--- config.mk ---
export PLATFORM = sky130hd
export DESIGN_NAME = seg7_scan_driver_flat
export DESIGN_NICKNAME = d
export VERILOG_FILES = /design/src/rtl/seg7_scan_driver_pkg.sv /design/src/rtl/seg7_scan_driver_if.sv /design/src/rtl/seg7_scan_driver_timer.sv /design/src/rtl/seg7_scan_driver.sv /design/src/flat_wrapper.sv
export SDC_FILE = /design/constraint.sdc
export NUM_CORES = 1
export LEC_CHECK = 0
export BUFFER_PORTS_ARGS = -buffer_cell sky130_fd_sc_hd__buf_2
export CORE_UTILIZATION = 60
export CTS_BUF_LIST = sky130_fd_sc_hd__clkbuf_4
export CTS_CLUSTER_SIZE = 40
export DETAILED_ROUTE_END_ITERATION = 6
export PLACE_DENSITY = 0.84
export SKIP_LAST_GASP = 1
export SLEW_MARGIN = 0
export SYNTH_ARGS = -nofsm -noshare
export SYNTH_HDL_FRONTEND = slang
export SYNTH_SLANG_ARGS = --single-unit
--- constraint.sdc ---
create_clock -name clk -period 7.1 [get_ports clk]
set_input_delay 2.13 -clock clk [delete_from_list [all_inputs] [get_ports clk]]
set_output_delay 2.13 -clock clk [all_outputs]
set_load 0.02 [all_outputs]
--- src/rtl/seg7_scan_driver_pkg.sv ---
// Shared constants for the scanned 7-segment display drivers.
// Segment patterns are active-low, bit 7 = a ... bit 1 = g, bit 0 = dp.
package seg7_scan_driver_pkg;

    localparam logic [7:0] SEG7_OFF = 8'hFF;

    // Slot phase encodings produced by the scan timer
    localparam logic PH_BLANK = 1'b0;
    localparam logic PH_SHOW  = 1'b1;

    // Hex digit patterns 0..F, decimal point off
    localparam logic [7:0] SEG7_HEX [16] = '{
        8'h03, 8'h9F, 8'h25, 8'h0D, 8'h99, 8'h49, 8'h41, 8'h1F,
        8'h01, 8'h09, 8'h11, 8'hC1, 8'h63, 8'h85, 8'h61, 8'h71
    };

    function automatic logic [7:0] seg7_hex(input logic [3:0] value);
        return SEG7_HEX[value];
    endfunction

endpackage

--- src/rtl/seg7_scan_driver_if.sv ---
// Frame handshake between a pattern source and the scan driver.
// master = frame source, slave = seg7_scan_driver.
interface seg7_scan_driver_if #(
    parameter int DIGITS = 8
) ();

    logic                  frame_valid;
    logic                  frame_ready;
    logic [8*DIGITS-1:0]   frame_seg;
    logic [DIGITS-1:0]     frame_en;

    modport master (
        output frame_valid,
        output frame_seg,
        output frame_en,
        input  frame_ready
    );

    modport slave (
        input  frame_valid,
        input  frame_seg,
        input  frame_en,
        output frame_ready
    );

endinterface

--- src/rtl/seg7_scan_driver_timer.sv ---
// seg7_scan_timer: slot counter and digit index for scanned displays.
// idx and phase describe the slot position the NEXT cycle will be in, so a
// consumer can register its outputs and still line up with the counter.
// boundary is high in the last cycle of the last digit's slot.
module seg7_scan_timer
    import seg7_scan_driver_pkg::*;
#(
    parameter int DIGITS       = 8,
    parameter int TICK_DIV     = 100000,
    parameter int BLANK_CYCLES = 1000,
    parameter int IDX_W        = (DIGITS > 1) ? $clog2(DIGITS) : 1
) (
    input  logic             clk,
    input  logic             rst,
    output logic [IDX_W-1:0] idx,
    output logic             phase,
    output logic             boundary
);

    localparam int CNT_W = $clog2(TICK_DIV);

    logic [CNT_W-1:0] cnt_q;
    logic [CNT_W-1:0] cnt_nxt;
    logic [IDX_W-1:0] idx_q;
    logic [IDX_W-1:0] idx_nxt;
    logic             last_slot;
    logic             last_digit;

    assign last_slot  = (cnt_q == CNT_W'(TICK_DIV - 1));
    assign last_digit = (idx_q == IDX_W'(DIGITS - 1));

    // Next slot position; reset folds in here so look-ahead outputs are clean
    always_comb begin
        // NOTE: every output of a combinational block gets a default first so no latch is inferred.
        cnt_nxt  = cnt_q + CNT_W'(1);
        idx_nxt  = idx_q;
        boundary = 1'b0;
        if (rst) begin
            cnt_nxt = '0;
            idx_nxt = '0;
        end else if (last_slot) begin
            cnt_nxt  = '0;
            idx_nxt  = last_digit ? '0 : idx_q + IDX_W'(1);
            boundary = last_digit;
        end
    end

    assign idx   = idx_nxt;
    assign phase = (cnt_nxt < CNT_W'(BLANK_CYCLES)) ? PH_BLANK : PH_SHOW;

    // Slot counter and digit index registers
    always_ff @(posedge clk) begin
        // NOTE: sequential state uses non-blocking assignments so all flops update together.
        cnt_q <= cnt_nxt;
        idx_q <= idx_nxt;
    end

endmodule

--- src/rtl/seg7_scan_driver.sv ---
// seg7_scan_driver: time-multiplexed driver for a common-anode multi-digit
// 7-segment display with per-digit blanking and a one-deep frame buffer.
// Optional feature macro: SEG7_BRIGHTNESS_EN adds a 4-bit PWM brightness input.
module seg7_scan_driver
    import seg7_scan_driver_pkg::*;
#(
    parameter int DIGITS       = 8,
    parameter int TICK_DIV     = 100000,
    parameter int BLANK_CYCLES = 1000
) (
    input  logic                clk,
    input  logic                rst,
    seg7_scan_driver_if.slave   bus,
`ifdef SEG7_BRIGHTNESS_EN
    input  logic [3:0]          brightness,
`endif
    output logic [DIGITS-1:0]   an,
    output logic [0:7]          seg,
    output logic                frame_tick
);

    localparam int IDX_W = (DIGITS > 1) ? $clog2(DIGITS) : 1;

    logic [IDX_W-1:0]    idx;
    logic                phase;
    logic                boundary;

    logic                pend_full;
    logic [8*DIGITS-1:0] pend_seg;
    logic [DIGITS-1:0]   pend_en;
    logic [8*DIGITS-1:0] act_seg;
    logic [DIGITS-1:0]   act_en;
    logic [8*DIGITS-1:0] act_seg_nxt;
    logic [DIGITS-1:0]   act_en_nxt;
    logic                accept;
    logic                swap;
    logic                lit;
    logic [DIGITS-1:0]   an_d;
    logic [7:0]          seg_d;

    seg7_scan_timer #(
        .DIGITS       (DIGITS),
        .TICK_DIV     (TICK_DIV),
        .BLANK_CYCLES (BLANK_CYCLES),
        .IDX_W        (IDX_W)
    ) u_timer (
        .clk      (clk),
        .rst      (rst),
        .idx      (idx),
        .phase    (phase),
        .boundary (boundary)
    );

    assign bus.frame_ready = !pend_full;
    assign accept          = bus.frame_valid && !pend_full;
    assign swap            = boundary && pend_full;

    // Pending-slot occupancy: filled on accept, emptied at the frame boundary
    always_ff @(posedge clk) begin
        if (rst) begin
            pend_full <= 1'b0;
        end else if (swap) begin
            pend_full <= 1'b0;
        end else if (accept) begin
            pend_full <= 1'b1;
        end
    end

    // Pending frame data; meaningless while pend_full is low
    always_ff @(posedge clk) begin
        // NOTE: pure data registers qualified by a valid flag are left without reset.
        if (accept) begin
            pend_seg <= bus.frame_seg;
            pend_en  <= bus.frame_en;
        end
    end

    // Active frame, replaced only at a frame boundary
    always_ff @(posedge clk) begin
        if (rst) begin
            act_seg <= {DIGITS{SEG7_OFF}};
            act_en  <= '0;
        end else if (swap) begin
            act_seg <= pend_seg;
            act_en  <= pend_en;
        end
    end

    assign act_seg_nxt = swap ? pend_seg : act_seg;
    assign act_en_nxt  = swap ? pend_en  : act_en;

`ifdef SEG7_BRIGHTNESS_EN
    logic [3:0] pwm_cnt;
    logic [3:0] pwm_nxt;

    assign pwm_nxt = rst ? 4'd0 : pwm_cnt + 4'd1;

    // Free-running PWM phase counter
    always_ff @(posedge clk) begin
        pwm_cnt <= pwm_nxt;
    end
`endif

    // Output decode for the coming cycle; one-hot anode by construction
    always_comb begin
        an_d  = '1;
        seg_d = SEG7_OFF;
        lit   = 1'b0;
        if (phase == PH_SHOW) begin
            seg_d = act_seg_nxt[8*idx +: 8];
`ifdef SEG7_BRIGHTNESS_EN
            lit   = act_en_nxt[idx] && (pwm_nxt < brightness);
`else
            lit   = act_en_nxt[idx];
`endif
            an_d[idx] = !lit;
        end
    end

    // Registered display outputs and frame tick
    always_ff @(posedge clk) begin
        if (rst) begin
            an         <= '1;
            seg        <= SEG7_OFF;
            frame_tick <= 1'b0;
        end else begin
            an         <= an_d;
            seg        <= seg_d;
            frame_tick <= boundary;
        end
    end

endmodule

--- src/flat_wrapper.sv ---
// flat-port wrapper written by rule: the top's interface ports become plain ports
module seg7_scan_driver_flat import seg7_scan_driver_pkg::*;
#(
    parameter int DIGITS       = 8,
    parameter int TICK_DIV     = 100000,
    parameter int BLANK_CYCLES = 1000
)
  (clk, rst, an, seg, frame_tick, bus_frame_valid, bus_frame_seg, bus_frame_en, bus_frame_ready);
  seg7_scan_driver_if #(.DIGITS(DIGITS)) bus_i ();
  input  logic clk;
  input  logic rst;
  output logic [DIGITS-1:0] an;
  output logic [0:7] seg;
  output logic frame_tick;
  input wire logic [$bits(bus_i.frame_valid)-1:0] bus_frame_valid;
  input wire logic [$bits(bus_i.frame_seg)-1:0] bus_frame_seg;
  input wire logic [$bits(bus_i.frame_en)-1:0] bus_frame_en;
  output wire logic [$bits(bus_i.frame_ready)-1:0] bus_frame_ready;
  assign bus_i.frame_valid = bus_frame_valid;
  assign bus_i.frame_seg = bus_frame_seg;
  assign bus_i.frame_en = bus_frame_en;
  assign bus_frame_ready = bus_i.frame_ready;
  seg7_scan_driver #(.DIGITS(DIGITS), .TICK_DIV(TICK_DIV), .BLANK_CYCLES(BLANK_CYCLES)) u_core (.clk(clk), .rst(rst), .bus(bus_i), .an(an), .seg(seg), .frame_tick(frame_tick));
endmodule
* Word-level counts from Yosys, hierarchy flattened *
Cells that the tools add are included.

operators by class
  $add $sub $neg = 2
  order comparisons = 3
  eq/ne operators = 2
  shift operators = 1
  mux-type cells = 13
  bitwise gates (word level) = 2
  reductions and logical operators = 7

operators with widths
  kind                                                                                 number
  64-bit two-way mux                                                                   1
  64-bit by 7-bit indexed part select with 8-bit output                                1
  17-bit two-way mux                                                                   2
  17-bit by 1-bit adder with 17-bit output, second input constant                      1
  17-bit == test, second input constant                                                1
  17-bit by 10-bit < comparator with 1-bit output, second input constant               1
  3-bit two-way mux                                                                    3
  8-bit two-way mux                                                                    1
  8-bit NOT                                                                            1
  8-bit OR                                                                             1
  3-bit by 4-bit < comparator with 1-bit output, second input constant                 1
  1-bit two-way mux                                                                    4
  2-bit OR reduction                                                                   2
  3-bit by 1-bit adder with 3-bit output, second input constant                        1
  1-bit binary-select mux with 3-bit select                                            1
  1-bit demux with 3-bit select                                                        1
  3-bit == test, second input constant                                                 1
  3-bit by 1-bit greater-or-equal comparator with 1-bit output, second input constant  1
  1-bit logical AND                                                                    3
  1-bit logical NOT                                                                    2

storage, ports and cells
  register bits = 182

* Logic depth before layout (Yosys ltp) *
Gate-level depths: netlist (run 1).

  depth in word-level cells = 10
  gate-level depth with buffers = 10
  mapped depth without buffers = 8

* Modules after synthesis *
From an unflattened synthesis (run 1), not the netlist that was laid out.

second synthesis, totals
  cells, all modules = 573
  area total of the unflattened synthesis = 6982.9 um^2

modules (own cells, without submodules)
  module            instances  cells each  area each (um^2)
  seg7_scan_driver  1          459         5944.5
  seg7_scan_timer   1          114         1038.5

* Worst setup path after synthesis (run 1) *
No wires, ideal clock.

  path kind = input-to-reg
  start = input bus_frame_valid
  end = register u_core.pend_en[0] (enable)
  data arrival time = 5.286 ns
  data required time = 6.589 ns
  setup slack = 1.303 ns
  stages = 1
  cell sequence = nor2b_1

between the ends
  cells in the longest elaborated chain, start to end = 1

RTL lines
  what                  RTL line                text
  start, declared       flat_wrapper.sv:15      input wire logic [$bits(bus_i.frame_valid)-1:0] bus_frame_valid;
  1-bit logical AND     seg7_scan_driver.sv:55  assign accept = bus.frame_valid && !pend_full;
  end signal, assigned  seg7_scan_driver.sv:74  pend_en <= bus.frame_en;
  end, declared         seg7_scan_driver.sv:30  logic [DIGITS-1:0] pend_en;

No other way between the ends.
A chain may end at the register's enable or synchronous reset.

* Worst setup path after layout (run 1) *
  start = input rst
  end = register u_core.seg[3] in the netlist's numbering

between the ends
  cells in the longest elaborated chain, start to end = 4
  elaborated cells on any way between the ends = 8
  those cells by class = order compare: 1; shift: 1; mux: 4; reduce/logical: 2

RTL lines
  what                                                   RTL line                      text
  start, declared                                        flat_wrapper.sv:11            input logic rst;
  1-bit two-way mux                                      seg7_scan_driver_timer.sv:38  if (rst) begin
  1-bit logical AND                                      seg7_scan_driver.sv:56        assign swap = boundary && pend_full;
  64-bit two-way mux                                     -
  64-bit by 7-bit indexed part select with 8-bit output  seg7_scan_driver.sv:110       seg_d = act_seg_nxt[8*idx +: 8];
  end signal, assigned                                   seg7_scan_driver.sv:128       seg <= seg_d;
  end, declared                                          seg7_scan_driver.sv:18        output logic [0:7] seg,

Several ways; a longest one is shown, not always the timed one.

==> metrics, run 1 <==
status completed; die area roughly 0.013 mm^2; floorplan die width 113.0 um; number of fill cells around 860; average detailed-routed wire length per instance 18.20 um; CTS clock-pin slew for the worst setup and hold paths 0.15 ns; unrepaired setup endpoints after global routing no; total of buffers placed on input and output ports 92; syn avg cell area 11.88 um^2; final weighted congestion in routability-driven placement 0.9233; worst slew pin tran 1.124 ns; number of iterations in the first detailed-routing pass 5; area taken by multi-input logic gates 0.002785 mm^2; antenna violations before repair 0; Synth Flop Type sky130_fd_sc_hd__dfxtp_1; post-synthesis net count 700; count of antenna-violating nets left after detailed routing 0; via count of the first global-routing pass around 4900; via count normalized by instance count 5.991; area added between synthesis and finish 10.13%; number of hold violations in the final report 0; total count of max-transition violations in the final report 0; number of synthesized flops with an enable pin 72; post-synthesis cell type count between 60 and 70; startpoint of the most critical register-to-register path u_core.u_timer.idx_q[0]$_DFF_P_; clock tree from TritonCTS done; crit share post-route 0.5898; leak pwr 0.002860 uW; Clock Sink Count 182; Iter 0 DRT Violations ~430; Tmin final 4.188 ns; starting density of the core 0.6150; hold-critical path endpoint u_core.act_seg[2]$_SDFF_PP1_; total congestion overflow after global routing 0; share of the yosys chip area belonging to registers 0.5908; post-cts repair resize count 0; pin count of the biggest net entering global routing 90; CORE AREA about 0.012 mm^2; diode insertion count for antenna repair 0; Peak supply drop 0.0002060 V; Crit path max-delay family simple AND/OR/NAND/NOR gates; post-CTS setup-driven buffer insertion count 0; worst setup path class primary input to flop; number of rows created at floorplan 40; hold_sp u_core.act_seg[2]$_SDFF_PP1_; total length of routed wires 15.63 mm; HPWL after DPL 10.76 mm; capturing point of the worst reg2reg path u_core.seg[3]$_SDFF_PP1_; cts bufs inserted 17; Mapped Area ~0.0074 mm^2; power density over cell area 215.4 mW/mm^2; path type of the worst min-delay path flop to flop; Layout Skew 0.02379 ns; Hold Path Stages 2; Hold Worst Slack 0.4885 ns; post-synthesis async set-or-reset flop share 0; cells on worst reg2reg path 9; yosys warns 0; Sum Neg Setup Slack 0 ns; count of endpoints failing setup in the final report 0; layout cells sized above 1 0.2247; buffer depth of the longest clock path 2; quantity of hold-fixing buffers added after cts 0; total number of vias 5146; sequential cell area 0.004364 mm^2; I/O pin cnt 93; die span in y ~110 um; flop-to-flop setup slack approximately 3.6 ns; global-route wire length before repair 24.76 mm; cell breakdown of the critical path buf_2 -> and3b_1 -> nand3_2 -> nor2_4 -> buf_4 -> mux2_2 -> a2111oi_0 -> nand4_1; normalized max-slew margin 0.2506; deepest level of the CTS H-tree 4; type of element capturing the critical path flop; Critical Path RT around 7.5 ns; maximum cell stage delay along the critical path between 0.5 and 0.6 ns; achievable clock frequency between 200 and 250 MHz; clock latency reported for the late side of the worst-skew pair 0.56 ns; nature of the critical path startpoint primary input; CTS Root Buffer Type sky130_fd_sc_hd__clkbuf_4; flops & latches, synth 182; highest fanout seen on the critical path 25; all-layer global routing usage 0.2541; data arrival time of the worst path 4.61 ns; crit path buf inv count 2; number of instances in the synthesized netlist 622; Slowest cell on crit path sky130_fd_sc_hd__a2111oi_0; Post-route DRC 0; net count of the finished layout 777; number of maximum-capacitance constraint violations 0
[metal layers]
layer / vias to the layer above / GRT usage / wire (um) / part of all wire
li1: 2449 / - / - / -
met4: 0 / 0.07368 / 257 / 0.016
met2: 201 / 0.4074 / 7307 / 0.47
met5: - / 0 / 0 / 0
met3: 26 / 0.06749 / 950 / 0.061
met1: 2470 / 0.3421 / 7115 / 0.46
[where the power goes]
group / internal, uW / switching (uW) / total [uW] / leakage, uW
sequential: 1120 / 11.7 / 1130 / 0.00158
clock: 239 / 336 / 575 / 0.000143
combinational: 23.4 / 27.0 / 50.4 / 0.00114
total: 1380 / 375 / 1750 / 0.00286
[flip-flops by register name, summed over array words and instances (netlist names)]
register	cells
u_core.u_timer.idx_q	3
u_core.act_en	8
u_core.act_seg	64
u_core.frame_tick	1
u_core.pend_en	8
u_core.seg	8
u_core.pend_seg	64
u_core.u_timer.cnt_q	17
u_core.an	8
u_core.pend_full	1
[synthesized netlist by cell type (3+ instances only)]
master	n	area [um^2]
sky130_fd_sc_hd__nor3_1	12	60.06
sky130_fd_sc_hd__nor2_1	42	157.7
sky130_fd_sc_hd__nand3b_1	24	180.2
sky130_fd_sc_hd__xor2_1	6	52.55
sky130_fd_sc_hd__buf_6	4	45.04
sky130_fd_sc_hd__nand4_1	15	93.84
sky130_fd_sc_hd__clkbuf_1	20	75.07
sky130_fd_sc_hd__dfxtp_1	110	2202
sky130_fd_sc_hd__o22a_1	15	131.4
sky130_fd_sc_hd__or2_2	9	56.30
sky130_fd_sc_hd__inv_1	6	22.52
sky130_fd_sc_hd__mux2i_1	42	420.4
sky130_fd_sc_hd__xnor2_1	9	78.83
sky130_fd_sc_hd__nand2b_1	36	225.2
sky130_fd_sc_hd__and2_1	7	43.79
sky130_fd_sc_hd__o21ai_0	30	150.1
sky130_fd_sc_hd__nand2_1	16	60.06
sky130_fd_sc_hd__nand3_1	38	190.2
sky130_fd_sc_hd__edfxtp_1	72	2162
sky130_fd_sc_hd__buf_4	6	45.04
sky130_fd_sc_hd__a22oi_1	25	187.7
sky130_fd_sc_hd__a21oi_1	4	20.02
sky130_fd_sc_hd__buf_2	4	20.02
sky130_fd_sc_hd__ha_1	3	37.54
sky130_fd_sc_hd__mux2_2	9	101.4
sky130_fd_sc_hd__a2111oi_0	8	70.07
[worst max path at each step]
stage / from / endpoint / depth (start not counted)
after floorplan: bus_frame_valid / u_core.pend_en[0]$_DFFE_PP_ / 1
after global placement: rst / u_core.seg[2]$_SDFF_PP1_ / 8
after detailed placement: rst / u_core.seg[3]$_SDFF_PP1_ / 8
after CTS: rst / u_core.seg[3]$_SDFF_PP1_ / 8
after global routing: rst / u_core.seg[3]$_SDFF_PP1_ / 8
final: rst / u_core.seg[3]$_SDFF_PP1_ / 8
[layout make-up]
class | count | share of cell area
clock buffers | 17 | 0.01569
well taps | 147 | 0.02261
inverters | 6 | 0.002768
multi-input cells | 396 | 0.3424
repair buffers | 96 | 0.06029
flip-flops and latches | 182 | 0.5365
clock inverters | 15 | 0.01984
[through the flow]
step	cells	cell area, um^2	total power [uW]	setup WS (ns)	utilization
3_5_place_dp	827	7846	1200	2.400	0.6532
3_3_place_gp	827	7846	1198	2.547	0.6532
5_1_grt	859	8135	1812	2.757	0.6773
4_1_cts	859	8135	1760	3.004	0.6773
2_1_floorplan	622	7387	1171	1.303	-
6_report	859	8135	1752	2.912	0.6773
[tightest hold or removal path, stage by stage (launching register included)]
cell	delay [ns]
sky130_fd_sc_hd__dfxtp_1	0.33
sky130_fd_sc_hd__mux2i_1	0.07
sky130_fd_sc_hd__nand2b_1	0.07
[logic make-up (layout without fill, tap and decap cells)]
group | Yosys count | after routing | synth area share
simple gates | 227 | 227 | 0.1792
fa+ha+maj | 3 | 3 | 0.005082
xor+xnor | 15 | 15 | 0.01779
mux | 52 | 52 | 0.07266
flops | 182 | 182 | 0.5908
compound gates | 99 | 99 | 0.1006
buf+inv | 44 | 134 | 0.03387
[cell usage in the layout (no fill, tap or decap), types with 4 or more instances in the layout]
master / synthesis / final
sky130_fd_sc_hd__nand2_1: 16 / 16
sky130_fd_sc_hd__inv_1: 6 / 6
sky130_fd_sc_hd__nand3_1: 38 / 38
sky130_fd_sc_hd__nand4_1: 15 / 15
sky130_fd_sc_hd__dfxtp_1: 110 / 110
sky130_fd_sc_hd__buf_2: 4 / 92
sky130_fd_sc_hd__a22oi_1: 25 / 25
sky130_fd_sc_hd__xor2_1: 6 / 6
sky130_fd_sc_hd__nor2_1: 42 / 42
sky130_fd_sc_hd__xnor2_1: 9 / 9
sky130_fd_sc_hd__nand2b_1: 36 / 36
sky130_fd_sc_hd__clkbuf_4: 0 / 17
sky130_fd_sc_hd__edfxtp_1: 72 / 72
sky130_fd_sc_hd__mux2_2: 9 / 9
sky130_fd_sc_hd__o21ai_0: 30 / 30
sky130_fd_sc_hd__a21oi_1: 4 / 4
sky130_fd_sc_hd__o22a_1: 15 / 15
sky130_fd_sc_hd__or2_2: 9 / 9
sky130_fd_sc_hd__clkinv_1: 0 / 6
sky130_fd_sc_hd__buf_4: 6 / 4
sky130_fd_sc_hd__nand3b_1: 24 / 24
sky130_fd_sc_hd__and2_1: 7 / 7
sky130_fd_sc_hd__nor3_1: 12 / 12
sky130_fd_sc_hd__a2111oi_0: 8 / 8
sky130_fd_sc_hd__mux2i_1: 42 / 42
Note: power is estimated with default switching activity, not from simulation.
==> run 2: changes to the inputs <==
clock period = 4.35 ns   (was 7.1 ns; I/O delays follow)
==> metrics, run 2 (synthesis gave the netlist of run 1 again) <==
status completed; total length of routed wires 15.63 mm (about the same); total internal power 2425 uW (+76%); CTS clock-pin slew for the worst setup and hold paths 0.14 ns (about the same); nature of the critical path startpoint flop; worst setup path class flop to flop; cell breakdown of the critical path ha_1 -> and4b_1 -> nand3_2 -> nor2_4 -> mux2_2 -> a2111oi_0 -> nand4_1; most frequent standard cell in the layout excluding fill and tap cells sky130_fd_sc_hd__dfxtp_1; leak pwr 0.002924 uW (+2.2%); die area 0.01276 mm^2 (unchanged); count of endpoints failing setup in the final report 0 (unchanged); final weighted congestion in routability-driven placement 0.8633 (-6.5%); worst slew pin tran 1.107 ns (-0.01682 ns); Clock Sink Count 182 (unchanged); Iter 0 DRT Violations 421 (-1.6%); cts bufs inserted 17 (unchanged); number of fill cells 892 (+3.5%); crit share post-route 0.8331; post-CTS setup-driven buffer insertion count 0 (unchanged); post-cts repair resize count 0 (unchanged); buffer depth of the longest clock path 2 (unchanged); most used cells in the layout excluding fill and tap cells 110 x sky130_fd_sc_hd__dfxtp_1, 92 x sky130_fd_sc_hd__buf_2, 72 x sky130_fd_sc_hd__edfxtp_1; Final Core Density 0.6842 (+0.006875); quantity of hold-fixing buffers added after cts 0 (unchanged); Slowest cell on crit path sky130_fd_sc_hd__a2111oi_0; achievable clock frequency between 200 and 300 MHz; average detailed-routed wire length per instance 18.16 um (-0.21%); diode insertion count for antenna repair 0 (unchanged); switch share 0.2025 (-0.01120); Post-route DRC 0 (unchanged); Critical Path RT 4.79 ns (-2.74 ns); Comb pwr share 0.028 (about the same); HPWL after DPL 10.89 mm (+1.2%); count of antenna-violating nets left after detailed routing 0 (unchanged); antenna violations before repair 0 (unchanged); Peak supply drop 0.0004528 V (+120%); pin count of the biggest net entering global routing 89 (-1.1%); normalized max-slew margin 0.2618 (+0.01121); crit path buf inv count 0 (-2); Clock Power Share 0.367 (+0.039); type of element capturing the critical path flop; number of hold violations in the final report 0 (unchanged); floorplan die width 113.0 um (unchanged); Sum Neg Setup Slack 0 ns (unchanged); deepest level of the CTS H-tree 4 (unchanged); all-layer global routing usage 0.2574 (+0.003267); switching power of the nets 615.9 uW (+64%); I/O pin cnt 93 (unchanged); unrepaired setup endpoints after global routing no; maximum cell stage delay along the critical path 0.82 ns (+0.24 ns); data arrival time of the worst path 4.06 ns (-0.55 ns); Tmin final between 3 and 4 ns; total of buffers placed on input and output ports 92 (unchanged); layout cells sized above 1 0.2339 (+0.009174); CORE AREA 0.01201 mm^2 (unchanged); total congestion overflow after global routing 0 (unchanged); number of rows created at floorplan 40 (unchanged); hold_sp u_core.u_timer.cnt_q[0]$_SDFF_PP0_; CTS Root Buffer Type sky130_fd_sc_hd__clkbuf_4; die span in y 113.0 um (unchanged); registers with the most flip-flops u_core.act_seg: 64 flops, u_core.pend_seg: 64 flops, u_core.u_timer.cnt_q: 17 flops; sequential share of power 0.605 (-0.038); first element of the critical path u_core.u_timer.cnt_q[0]$_SDFF_PP0_; starting density of the core 0.6150 (unchanged); number of maximum-capacitance constraint violations 0 (unchanged); total count of max-transition violations in the final report 0 (unchanged); power density over cell area 370.1 mW/mm^2 (+72%); Crit path max-delay family simple AND/OR/NAND/NOR gates; path type of the worst min-delay path flop to flop; total number of vias 5106 (-0.78%); net count of the finished layout 779 (+0.26%); global-route wire length before repair 24.74 mm (-0.11%); clock latency reported for the late side of the worst-skew pair 0.59 ns (+0.03 ns); Layout Skew 0.01662 ns (-0.007169 ns); number of iterations in the first detailed-routing pass 5 (unchanged); clock tree from TritonCTS done; startpoint of the most critical register-to-register path u_core.u_timer.cnt_q[0]$_SDFF_PP0_; via count normalized by instance count 5.930 (-1.0%); area added between synthesis and finish 11.25%; highest fanout seen on the critical path 32 (+28%); via count of the first global-routing pass 4879 (-0.14%)
run 2: cell count changes in the layout (fill, tap and decap cells not counted), sizes merged:
cell and delta:
bufinv +3, clkinv -3, clkinvlp -3, inv +3, buf +2
run 2: layout make-up:
| type | instances | area, um^2 | share of cell area |
|---|---|---|---|
| flip-flops and latches | 182 | 4364 | 0.5311 |
| multi-input cells | 396 | 2785 | 0.3389 |
| repair buffers | 98 | 505.5 | 0.06151 |
| clock inverters | 15 | 229.0 | 0.02786 |
| well taps | 147 | 183.9 | 0.02238 |
| clock buffers | 17 | 127.6 | 0.01553 |
| inverters | 6 | 22.52 | 0.002741 |
run 2: worst paths after layout:
check	end	slack, ns	cells past startpoint
setup / recovery	u_core.seg[6]$_SDFF_PP1_	0.73	7
hold / removal	u_core.u_timer.cnt_q[0]$_SDFF_PP0_	0.48	1
setup reg to reg	u_core.seg[6]$_SDFF_PP1_	0.73	7
hold reg to reg	u_core.u_timer.cnt_q[0]$_SDFF_PP0_	0.48	1
run 2: per-layer routing:
layer,up-vias,share of wire,wire (um),GRT usage
met3,26,0.057,885,0.05838
li1,2447,-,-,-
met4,0,0.018,278,0.08947
met1,2432,0.45,7036,0.3513
met5,-,0,0,0
met2,201,0.48,7434,0.4078
run 2: stage by stage:
stage	std cells	setup slack, ns	area (um^2)	power, uW	hold WS (ns)
floorplan	622	0.7260	7390	1910	0.4297
global placement	829	0.6893	7861	1956	0.4410
detailed placement	829	0.6226	7861	1961	0.4583
CTS	861	0.8377	8218	3054	0.4892
global route	861	0.4887	8218	3136	0.5136
finish	861	0.7261	8218	3041	0.4831
run 2: worst reg2reg max path: stages, from the launching register on:
cell	delay, ns
sky130_fd_sc_hd__dfxtp_1	0.40
sky130_fd_sc_hd__ha_1	0.33
sky130_fd_sc_hd__and4b_1	0.27
sky130_fd_sc_hd__nand3_2	0.53
sky130_fd_sc_hd__nor2_4	0.57
sky130_fd_sc_hd__mux2_2	0.41
sky130_fd_sc_hd__a2111oi_0	0.82
sky130_fd_sc_hd__nand4_1	0.16
run 2: power groups by stage:
stage          Sequential (uW)  Combinational (uW)  Clock (uW)
6_report                  1840                84.4        1120
5_1_grt                   1840                92.5        1200
4_1_cts                   1840                85.5        1130
3_5_place_dp              1880                84.8           0
3_3_place_gp              1880                80.4           0
2_1_floorplan             1870                40.9           0
==> run 3: changes to the inputs <==
ABC_AREA = 1   (was unset)
clock period = 3.7 ns   (was 4.35 ns; I/O delays follow)
==> metrics, run 3 <==
data arrival time of the worst path 3.29 ns (-0.77 ns); all-layer global routing usage 0.2548 (-0.002593); achievable clock frequency 353.1 MHz (+28%); Synth Flop Type sky130_fd_sc_hd__dfxtp_1; pin count of the biggest net entering global routing 53 (-40%); CORE AREA 0.01267 mm^2 (+5.5%); die area 0.01348 mm^2 (+5.6%); CTS clock-pin slew for the worst setup and hold paths 0.14 ns (about the same); area after detailed placement 0.008438 mm^2 (+7.3%); Synth top cells by count 310 x sky130_fd_sc_hd__nand2_1, 191 x sky130_fd_sc_hd__inv_1, 110 x sky130_fd_sc_hd__dfxtp_1; global-route wire length before repair 25.82 mm (+4.4%); HPWL after DPL 11.22 mm (+3.1%); type of element capturing the critical path flop; number of iterations in the first detailed-routing pass 5 (unchanged); starting density of the core 0.6165 (+0.001471); Clock Sink Count 182 (unchanged); Critical Path End u_core.seg[6]$_SDFF_PP1_; registers with the most flip-flops u_core.act_seg: 64 flops, u_core.pend_seg: 64 flops, u_core.u_timer.cnt_q: 17 flops; deepest level of the CTS H-tree 4 (unchanged); count of antenna-violating nets left after detailed routing 0 (unchanged); sequential cell area 0.004364 mm^2 (unchanged); average detailed-routed wire length per instance 12.46 um (-31%); Iter 0 DRT Violations 544 (+29%); cts bufs inserted 17 (unchanged); Mapped Area 0.007811 mm^2 (+5.7%); layout cells sized above 1 0.1572 (-0.07668); post-synthesis cell type count 31 (-52%); final weighted congestion in routability-driven placement 0.8851 (+2.5%); total of buffers placed on input and output ports 92 (unchanged); total count of max-transition violations in the final report 0 (unchanged); nature of the critical path startpoint flop; share of the yosys chip area belonging to registers 0.5587 (-0.03208); post-CTS setup-driven buffer insertion count 0 (unchanged); quantity of hold-fixing buffers added after cts 0 (unchanged); flops & latches, synth 182 (unchanged); cell taking the most area after synthesis sky130_fd_sc_hd__dfxtp_1; CTS Root Buffer Type sky130_fd_sc_hd__clkbuf_4; top post-synthesis cells by area sky130_fd_sc_hd__dfxtp_1 28%, sky130_fd_sc_hd__edfxtp_1 28%, sky130_fd_sc_hd__nand2_1 15%, sky130_fd_sc_hd__inv_1 9.2%, sky130_fd_sc_hd__nand3_1 5.3%; diode insertion count for antenna repair 0 (unchanged); Sum Neg Setup Slack 0 ns (unchanged); number of instances in the synthesized netlist 973 (+56%); startpoint of the most critical register-to-register path u_core.u_timer.cnt_q[0]$_SDFF_PP0_; via count normalized by instance count 4.829 (-19%); floorplan die width 116.1 um (+2.8%); post-cts repair resize count 0 (unchanged); post-synthesis async set-or-reset flop share 0 (unchanged); net count of the finished layout 1140 (+46%); cells on worst reg2reg path 14 (+7); status completed; cell with the most instances after synthesis sky130_fd_sc_hd__nand2_1; yosys warns 0 (unchanged); total congestion overflow after global routing 0 (unchanged); clock latency reported for the late side of the worst-skew pair 0.57 ns (-0.02 ns); power density over cell area 386.9 mW/mm^2 (+4.5%); first element of the critical path u_core.u_timer.cnt_q[0]$_SDFF_PP0_; leak pwr 0.004112 uW (+41%); number of synthesized flops with an enable pin 72 (unchanged); number of hold violations in the final report 0 (unchanged); post-synthesis net count 1051 (+50%); highest fanout seen on the critical path 46 (+44%); area added between synthesis and finish 11.76%; most frequent standard cell in the layout excluding fill and tap cells sky130_fd_sc_hd__nand2_1; clock tree from TritonCTS done; Post-route DRC 0 (unchanged); Finished Cell Area 0.008730 mm^2 (+6.2%); capturing point of the worst reg2reg path u_core.seg[6]$_SDFF_PP1_; hold_sp u_core.u_timer.cnt_q[0]$_SDFF_PP0_; buffer depth of the longest clock path 2 (unchanged); unrepaired setup endpoints after global routing no; syn avg cell area 8.028 um^2 (-32%); proportion of netlist area held by the largest area contributor 0.2819 (-0.01619); most used cells in the layout excluding fill and tap cells 310 x sky130_fd_sc_hd__nand2_1, 190 x sky130_fd_sc_hd__inv_1, 110 x sky130_fd_sc_hd__dfxtp_1; antenna violations before repair 0 (unchanged); number of fill cells 1034 (+16%); Peak supply drop 0.0005119 V (+13%); Layout Skew 0.01911 ns (+0.002495 ns); flop-to-flop setup slack 0.87 ns (+0.14 ns); I/O pin cnt 93 (unchanged); number of maximum-capacitance constraint violations 0 (unchanged); path type of the worst min-delay path flop to flop; crit share post-route 0.7654 (-0.06764); total length of routed wires 15.54 mm (-0.62%); normalized max-slew margin 0.5108 (+0.2490); Critical Path RT 4.15 ns (-0.64 ns); worst setup path class flop to flop; total number of vias 6022 (+18%); Tmin final 2.832 ns (-0.7918 ns); die span in y 116.1 um (+2.8%); area taken by multi-input logic gates 0.002571 mm^2 (-7.7%); worst slew pin tran 0.7321 ns (-0.3753 ns); number of rows created at floorplan 41 (+2.5%); via count of the first global-routing pass 5637 (+16%); count of endpoints failing setup in the final report 0 (unchanged)
run 3: changes by cell type in the layout (fill, tap and decap cells not counted), sizes merged, moves of 9 or more:
cell | previous run | this run
or2 | 9 | 0
nand2b | 36 | 0
nand2 | 16 | 311
nand3 | 40 | 86
a2111oi | 9 | 0
mux2i | 42 | 0
o22a | 15 | 0
a22oi | 25 | 0
mux2 | 10 | 0
nor2 | 44 | 91
xnor2 | 9 | 0
inv | 10 | 203
run 3: report_power, final:
group	internal [uW]	switching, uW
Clock	418	699
Sequential	2140	16.7
Combinational	40.4	62.9
Total	2600	779
run 3: stage by stage:
step / setup slack, ns / utilization / instances / total power [uW] / hold WS, ns
3_3_place_gp: 0.4754 / 0.6659 / 1215 / 2303 / 0.4342
3_5_place_dp: 0.4031 / 0.6659 / 1215 / 2306 / 0.4425
5_1_grt: 0.5853 / 0.6890 / 1247 / 3498 / 0.5049
2_1_floorplan: 0.2619 / - / 973 / 2242 / 0.4175
6_report: 0.8679 / 0.6890 / 1247 / 3377 / 0.4603
4_1_cts: 0.8907 / 0.6890 / 1247 / 3401 / 0.4618
run 3: cell families after synthesis:
family	after synthesis	share of synthesized area
buffers and inverters	228	0.1142
adders and majority gates	3	0.004806
DFF	182	0.5587
AOI/OAI and AO/OA	38	0.02819
and+or+nand+nor	518	0.2896
xor gates and xnor gates	4	0.004485
run 3: area by class of cell:
| cell class | count | area share |
|---|---|---|
| repair buffers | 103 | 0.06364 |
| inverters | 195 | 0.08385 |
| flip-flops and latches | 182 | 0.4999 |
| well taps | 172 | 0.02465 |
| clock inverters | 15 | 0.01878 |
| clock buffers | 17 | 0.01462 |
| multi-input cells | 563 | 0.2945 |
run 3: worst max-delay path: stages (launching register included):
cell and delay (ns):
sky130_fd_sc_hd__dfxtp_1 0.38, sky130_fd_sc_hd__ha_1 0.19, sky130_fd_sc_hd__nand2_1 0.10, sky130_fd_sc_hd__nor2_2 0.19, sky130_fd_sc_hd__nand3_1 0.10, sky130_fd_sc_hd__nor2_1 0.19, sky130_fd_sc_hd__nand4_4 0.26, sky130_fd_sc_hd__buf_4 0.31
sky130_fd_sc_hd__buf_4 0.29, sky130_fd_sc_hd__o21ai_0 0.28, sky130_fd_sc_hd__inv_1 0.06, sky130_fd_sc_hd__nand2_1 0.06, sky130_fd_sc_hd__nand2_1 0.05, sky130_fd_sc_hd__nor2_1 0.16, sky130_fd_sc_hd__nand3_1 0.09
run 3: how the worst min path moves through the flow:
stage	endpoint	slack, ns	depth (start not counted)
final	u_core.u_timer.cnt_q[0]$_SDFF_PP0_	0.46	1
after global routing	u_core.u_timer.cnt_q[0]$_SDFF_PP0_	0.50	1
after CTS	u_core.u_timer.cnt_q[0]$_SDFF_PP0_	0.46	1
after detailed placement	u_core.u_timer.cnt_q[0]$_SDFF_PP0_	0.44	1
after global placement	u_core.u_timer.cnt_q[0]$_SDFF_PP0_	0.43	1
after floorplan	u_core.u_timer.cnt_q[0]$_SDFF_PP0_	0.42	1
run 3: routing by layer:
metal	vias to the layer above	part of all wire	track usage
met5	-	0	0
met4	0	0.028	0.1103
met3	31	0.055	0.06175
met2	179	0.50	0.4333
met1	2667	0.42	0.3095
li1	3145	-	-
